==> config.mk <==
export PLATFORM = sky130hd
export DESIGN_NAME = bios_copier
export DESIGN_NICKNAME = d
export VERILOG_FILES = /design/src/rtl/bios_copier.sv
export SDC_FILE = /design/constraint.sdc
export NUM_CORES = 1
export LEC_CHECK = 0
export CORE_MARGIN = 4
export CORE_UTILIZATION = 41
export CTS_CLUSTER_SIZE = 10
export DETAILED_ROUTE_END_ITERATION = 12
export PLACE_DENSITY = 0.86
export SLEW_MARGIN = 20
export SYNTH_ARGS = -nofsm -noshare
export SYNTH_HDL_FRONTEND = slang
export SYNTH_SLANG_ARGS = --single-unit
==> constraint.sdc <==
create_clock -name clk -period 2.4 [get_ports clk]
set_clock_uncertainty 0.2 [all_clocks]
set_input_delay 0.6 -clock clk [delete_from_list [all_inputs] [get_ports clk]]
set_output_delay 0.6 -clock clk [all_outputs]
set_load 0.1 [all_outputs]
==> src/rtl/bios_copier.sv <==
// bios_copier: boot-time copy of the BIOS ROM into main memory.
// Reads every ROM word in order (1-cycle ROM latency) and issues one write per
// word on a we/ack port, holding address and data stable until acknowledged.
// A write that is not acknowledged within ACK_TIMEOUT cycles parks the block
// in ERR with a sticky err flag until the next start.
//
// state   | meaning
// --------+---------------------------------------------------------------
// S_IDLE  | waiting for start
// S_FETCH | rom_addr presented; ROM samples it at the end of this cycle
// S_WAIT  | rom_data valid; latch word/address and raise mem_we
// S_WRITE | mem_we held until mem_ack or the ack timer expires
// S_DONE  | one-cycle done pulse after the last word was acknowledged
// S_ERR   | ack timeout seen; err held high until start
module bios_copier #(
    parameter int          WORDS       = 128,
    parameter logic [31:0] BASE_ADDR   = 32'h0,
    parameter int          ACK_TIMEOUT = 255
) (
    input  logic        clk,
    input  logic        rst,
    input  logic        start,
    output logic [6:0]  rom_addr,
    input  logic [47:0] rom_data,
    output logic [31:0] mem_addr,
    output logic [31:0] mem_wdata,
    output logic        mem_we,
    input  logic        mem_ack,
    output logic        busy,
    output logic        done,
    output logic        err
);

    // The ack timer is a down-counter loaded with ACK_TIMEOUT-1 on entry to
    // WRITE; reaching zero without an ack ends the last permitted cycle.
    localparam int              TW    = (ACK_TIMEOUT < 2) ? 1 : $clog2(ACK_TIMEOUT);
    localparam logic [TW-1:0]   TLOAD = TW'(ACK_TIMEOUT - 1);
    localparam logic [6:0]      LAST  = 7'(WORDS - 1);

    typedef enum logic [2:0] {
        S_IDLE,
        S_FETCH,
        S_WAIT,
        S_WRITE,
        S_DONE,
        S_ERR
    } state_t;

    state_t        state_q, state_d;
    logic [6:0]    index_q, index_d;
    logic [TW-1:0] timer_q, timer_d;
    logic [6:0]    rom_addr_q, rom_addr_d;
    logic [31:0]   mem_addr_q, mem_addr_d;
    logic [31:0]   mem_wdata_q, mem_wdata_d;
    logic          mem_we_q, mem_we_d;
    logic          busy_q, busy_d;
    logic          done_q, done_d;
    logic          err_q, err_d;

    // The ROM's upper 16 bits carry nothing the copier needs.
    logic unused_rom_hi;
    assign unused_rom_hi = ^rom_data[47:32];

    assign rom_addr  = rom_addr_q;
    assign mem_addr  = mem_addr_q;
    assign mem_wdata = mem_wdata_q;
    assign mem_we    = mem_we_q;
    assign busy      = busy_q;
    assign done      = done_q;
    assign err       = err_q;

    // State and registered outputs; synchronous reset aborts any copy at once.
    always_ff @(posedge clk) begin
        if (rst) begin
            state_q     <= S_IDLE;
            index_q     <= '0;
            timer_q     <= '0;
            rom_addr_q  <= '0;
            mem_addr_q  <= BASE_ADDR;
            mem_wdata_q <= '0;
            mem_we_q    <= 1'b0;
            busy_q      <= 1'b0;
            done_q      <= 1'b0;
            err_q       <= 1'b0;
        end else begin
            state_q     <= state_d;
            index_q     <= index_d;
            timer_q     <= timer_d;
            rom_addr_q  <= rom_addr_d;
            mem_addr_q  <= mem_addr_d;
            mem_wdata_q <= mem_wdata_d;
            mem_we_q    <= mem_we_d;
            busy_q      <= busy_d;
            done_q      <= done_d;
            err_q       <= err_d;
        end
    end

    // Next-state and next-output decode.
    always_comb begin
        state_d     = state_q;
        index_d     = index_q;
        timer_d     = timer_q;
        rom_addr_d  = rom_addr_q;
        mem_addr_d  = mem_addr_q;
        mem_wdata_d = mem_wdata_q;
        mem_we_d    = mem_we_q;
        done_d      = 1'b0;
        err_d       = err_q;

        case (state_q)
            S_IDLE, S_ERR: begin
                if (start) begin
                    state_d    = S_FETCH;
                    index_d    = '0;
                    rom_addr_d = '0;
                    err_d      = 1'b0;
                end
            end
            S_FETCH: begin
                state_d = S_WAIT;
            end
            S_WAIT: begin
                mem_wdata_d = rom_data[31:0];
                mem_addr_d  = BASE_ADDR + {23'd0, index_q, 2'b00};
                mem_we_d    = 1'b1;
                timer_d     = TLOAD;
                state_d     = S_WRITE;
            end
            S_WRITE: begin
                // An ack on the final permitted cycle still counts as a write.
                if (mem_ack) begin
                    mem_we_d = 1'b0;
                    if (index_q == LAST) begin
                        state_d = S_DONE;
                        done_d  = 1'b1;
                    end else begin
                        index_d    = index_q + 7'd1;
                        rom_addr_d = index_q + 7'd1;
                        state_d    = S_FETCH;
                    end
                end else if (timer_q == '0) begin
                    mem_we_d = 1'b0;
                    err_d    = 1'b1;
                    state_d  = S_ERR;
                end else begin
                    timer_d = timer_q - 1'b1;
                end
            end
            S_DONE: begin
                state_d = S_IDLE;
            end
            default: begin
                state_d  = S_IDLE;
                mem_we_d = 1'b0;
            end
        endcase

        busy_d = (state_d == S_FETCH) || (state_d == S_WAIT) || (state_d == S_WRITE);
    end

endmodule
After elaboration in Yosys (flattened, before gate mapping)

Index checks and enable logic that the tools add are counted.
Widths: inputs -> output; s select.

Register bits after elaboration: 61
Input bits: 52
Output and inout port bits: 75
Word-level logic and storage cells: 63

Add/sub/neg operators: 2
Equal/unequal tests: 16
Muxes and demuxes: 20
Bitwise gates (word level): 3
Reduce and logical (&&, ||, !) cells: 13

Operator list:

| operator            | count |
|---|---|
| $mux 7              | 3 |
| $mux 8              | 2 |
| $pmux 8 s2          | 1 |
| $pmux 7 s2          | 1 |
| $eq 3x2->1 const B  | 4 |
| $mux 3              | 4 |
| $ne 2x2->1 const B  | 6 |
| $pmux 3 s4          | 1 |
| $logic_not 8->1     | 1 |
| $reduce_and 4->1    | 2 |
| $sub 8x1->8 const B | 1 |
| $add 7x1->7 const B | 1 |
| $eq 7x7->1 const B  | 1 |
| $eq 3x1->1 const B  | 2 |
| $eq 3x3->1 const B  | 2 |
| $mux 1              | 6 |
| $reduce_bool 2->1   | 2 |
| $reduce_or 4->1     | 1 |
| $logic_not 3->1     | 1 |
| $ne 3x3->1 const B  | 1 |
| $not 1->1           | 3 |
| $pmux 1 s3          | 1 |
| $reduce_and 3->1    | 1 |
| $reduce_or 3->1     | 1 |
| 4 further kinds     | 5 |

Longest topological paths before layout

Depth in word-level cells: 7
Depth in mapped cells: 7
Depth with buffers taken out: 6

Least setup slack after synthesis

Ideal clock, no wire load.

Kind: flip-flop to flip-flop
From: register, netlist name rom_addr[0]
To: register rom_addr_q[2] (netlist: rom_addr[2])
Setup time: 62 ps
Arrival time: 2185 ps
Data required time: 2138 ps
Setup slack: -47 ps
Stages on the path, launching flop included: 6
Buffers on the path: 1
Period minus slack after synthesis: 2447 ps
Path through: dfxtp_1 -> ha_1 -> clkbuf_1 -> a31oi_1 -> a2111oi_0 -> nand2b_1

RTL lines:

| element              | RTL line | text |
|---|---|---|
| end signal, assigned | 89       | `rom_addr_q <= rom_addr_d;` |
| end, declared        | 52       | `logic [6:0] rom_addr_q, rom_addr_d;` |

Final worst setup path

From: input mem_ack
To: register rom_addr_q[5] (netlist: rom_addr[5])

Longest elaborated chain between the ends: 2

Ends and longest elaborated chain:

| element                           | RTL line | text |
|---|---|---|
| start, declared                   | 28       | `input logic mem_ack,` |
| $ne 2x2->1 (no source line)       | --       |  |
| $reduce_and 4->1 (no source line) | --       |  |

Every way passes these cells.
A chain may end at the register's enable or synchronous reset.

==> impl_metrics.json <==
{
  "fin_area_um2": 3620,
  "grt_pass1_wl_um": 10100,
  "clk_pin_slew_ns": 0.07,
  "max_stage_delay_ns": 0.55,
  "row_count": 29,
  "report.power.total_mw": 3.78,
  "multiInputGateArea_um2": 1270,
  "crit_path_start": "mem_ack",
  "post-cts-setup-buffer-count": 0,
  "synthAdderAreaFrac_pct": 0.929,
  "power_leakage_nw": 1.43,
  "ctsHoldBuffers": 0,
  "drive_gt1_share_pct": 19.7,
  "final_hold_viol_count": 0,
  "fill_cells": 583,
  "cts_buffers": 9,
  "grt_max_degree": 44,
  "synth_most_common_cell": "nand2_1",
  "hold_path_end": "mem_wdata[15]",
  "synth_common_cells": "nand2_1, dfxtp_1, a21oi_1, buf_4, clkbuf_1",
  "fin_crit_sh_pct": 88.9,
  "cts_sinks": 61,
  "design.portCount": 127,
  "antenna_found_initial": 0,
  "antenna_left": 0,
  "syn_to_final_growth_pct": 34.5,
  "yosysTopAreaCell": "dfxtp_1",
  "maxCapViolations": 0,
  "clk_latency_ns": 0.32,
  "initial_core_util_pct": 42.4,
  "path_max_fanout": 5,
  "crit_path_end_kind": "register",
  "max_freq_ghz": 0.468,
  "ys_seq_area_share_pct": 45.3,
  "ir_worst_vdd_mv": 0.565,
  "slew_headroom_pct": 65.5,
  "start_kind": "primary input",
  "synth_compound_area_share_pct": 18.3,
  "synth.avg_cell_area_um2": 8.09,
  "synth-async-reset-ratio_pct": 0,
  "arrival_ns": 2.18,
  "first_global_vias": 2252,
  "coreArea_um2": 6350,
  "die_h_um": 89.1,
  "post_cts_resized": 0,
  "crit_required_ns": 2.44,
  "wire_per_inst_um": 13.2,
  "overflow": 0,
  "crit_buf_inv": 1,
  "synthFlopType": "dfxtp_1",
  "port_buffers": 85,
  "yosysWarnings": 0,
  "synth_cell_types": 42,
  "synth_area_leaders": "dfxtp_1, nand2_1, a21oi_1, buf_4, clkbuf_1",
  "register_area_um2": 1220,
  "synthXorXnorAreaFrac_pct": 0.650,
  "cp_top_family": "compound AO/OA/AOI/OAI gates",
  "dieWidth_um": 89.1,
  "dp_hpwl_um": 4830,
  "period_needed_ns": 2.13,
  "ff2ff_setup_slack_ns": 0.37,
  "status": "finished, final reports clean",
  "hold_class": "reg2reg",
  "syn_area_um2": 2690,
  "rsz0062_at_grt": "no",
  "yosysTopAreaCellShare_pct": 45.3,
  "fin_nets": 472,
  "cts-root-buf": "clkbuf_8",
  "synthesis.instances": 333,
  "post-route-util_pct": 57.0,
  "cts_tree": "built",
  "yosys.area_share.simple_pct": 22.6,
  "gr-usage-all-layers_pct": 16.2,
  "min_path_cells": 2,
  "drt_first_iter_violations": 119,
  "path_class": "in2reg",
  "setup_tns_ns": 0,
  "via_count": 2503,
  "htreeDepth": 3,
  "synth.area.mux_share_pct": 1.11,
  "synth_seq_cells": 61,
  "synth_top_family_by_area": "simple AND/OR/NAND/NOR gates",
  "vias_per_cell": 5.02,
  "fin_ws_ns": 0.265,
  "crit_slowest_cell": "clkdlybuf4s50_1",
  "powerDensity_nw_per_um2": 1040,
  "drcViolationCount": 0,
  "die_area_um2": 7930,
  "setup_viol": 0,
  "synth_edf_count": 0,
  "r2r_end": "timer_q[7]",
  "rr_startpoint": "timer_q[0]",
  "dpl_cell_area_um2": 3440,
  "antenna_cells": 0,
  "crit_path_cell_trace": "clkdlybuf4s50_1 -> nand4b_1 -> a31o_2 -> a211oi_1 -> mux2i_1",
  "reg2regPathDepth": 6,
  "min_from": "mem_wdata[15]",
  "place_ws_ns": -0.0380,
  "worstMarginPinSlew_ns": 0.513,
  "drtPass1Iterations": 5,
  "final_max_slew_viol_count": 0,
  "cts_max_path_buffers": 2,
  "place_congestion": 0.825,
  "routed_wl_um": 6560
}
==> cell families (layout without fill, tap and decap cells) <==
family,Yosys count,in the layout
xor gates and xnor gates,2,2
other,1,25
adders and majority gates,2,2
DFF,61,61
and+or+nand+nor,134,134
muxes,3,3
AOI/OAI and AO/OA,79,79
buffers and inverters,51,116
==> power breakdown <==
group | switching (mW) | internal (mW)
Combinational | 1.26 | 0.443
Sequential | 0.124 | 1.15
Clock | 0.350 | 0.453
==> registers in the layout, indices dropped and copies added (netlist names) <==
signal,count
busy,1
done,1
err,1
mem_addr,7
mem_wdata,32
mem_we,1
rom_addr,7
state_q,3
timer_q,8
==> metrics by stage <==
step / hold slack [ns] / std cells
2_1_floorplan: 0.270 / 357
3_3_place_gp: 0.243 / 484
3_5_place_dp: 0.247 / 484
4_1_cts: 0.257 / 499
5_1_grt: 0.275 / 499
6_report: 0.254 / 499
==> worst max-delay path by stage <==
stage | endpoint | slack, ns | depth (start not counted)
after floorplan | rom_addr[2] | 0.06 | 4
after global placement | rom_addr[3] | 0.06 | 5
after detailed placement | rom_addr[5] | -0.04 | 5
after CTS | rom_addr[5] | 0.30 | 5
after global routing | rom_addr[5] | 0.18 | 5
final | rom_addr[5] | 0.27 | 5
==> area by class of cell <==
cell class / instances / share of cell area [%]
Sequential cell: 61 / 33.8
Tap cell: 77 / 2.66
Clock inverter: 1 / 0.138
Clock buffer: 14 / 4.77
Timing Repair Buffer: 95 / 23.0
Inverter: 6 / 0.622
Multi-Input combinational cell: 245 / 35.0
==> worst reg2reg max path: stages (launching register included) <==
cell      delay [ns]
dfxtp_1         0.32
inv_1           0.08
ha_1            0.22
or3b_2          0.51
o311ai_4        0.35
or4_1           0.17
a31oi_1         0.07
==> layout by cell type, fill, tap and decap left out, drive strengths merged, types with 2 or more instances in the layout <==
master and instances:
nor2b 3, nand2b 6, nor2 12, o2111ai 2, nor3 6, buf 61
o21ai 4, or4 3, xnor2 2, a311oi 4, a21oi 47, clkdlybuf4s50 34
ha 2, nor3b 2, nand2 85, mux2i 3, inv 6, dfxtp 61
a31oi 5, conb 25, a211oi 6, o31ai 3, clkbuf 14, nand3 7
nand3b 2
==> layer usage <==
metal	global-route usage [%]	part of all wire, %	vias up	wire (µm)
met4	5.14	0.30	0	20
met1	18.4	41	1158	2710
met5	0	0	-	0
met3	4.98	7.0	4	462
met2	28.9	51	79	3370
li1	-	-	1262	-
No activity file was read; power rests on OpenSTA's default activity.
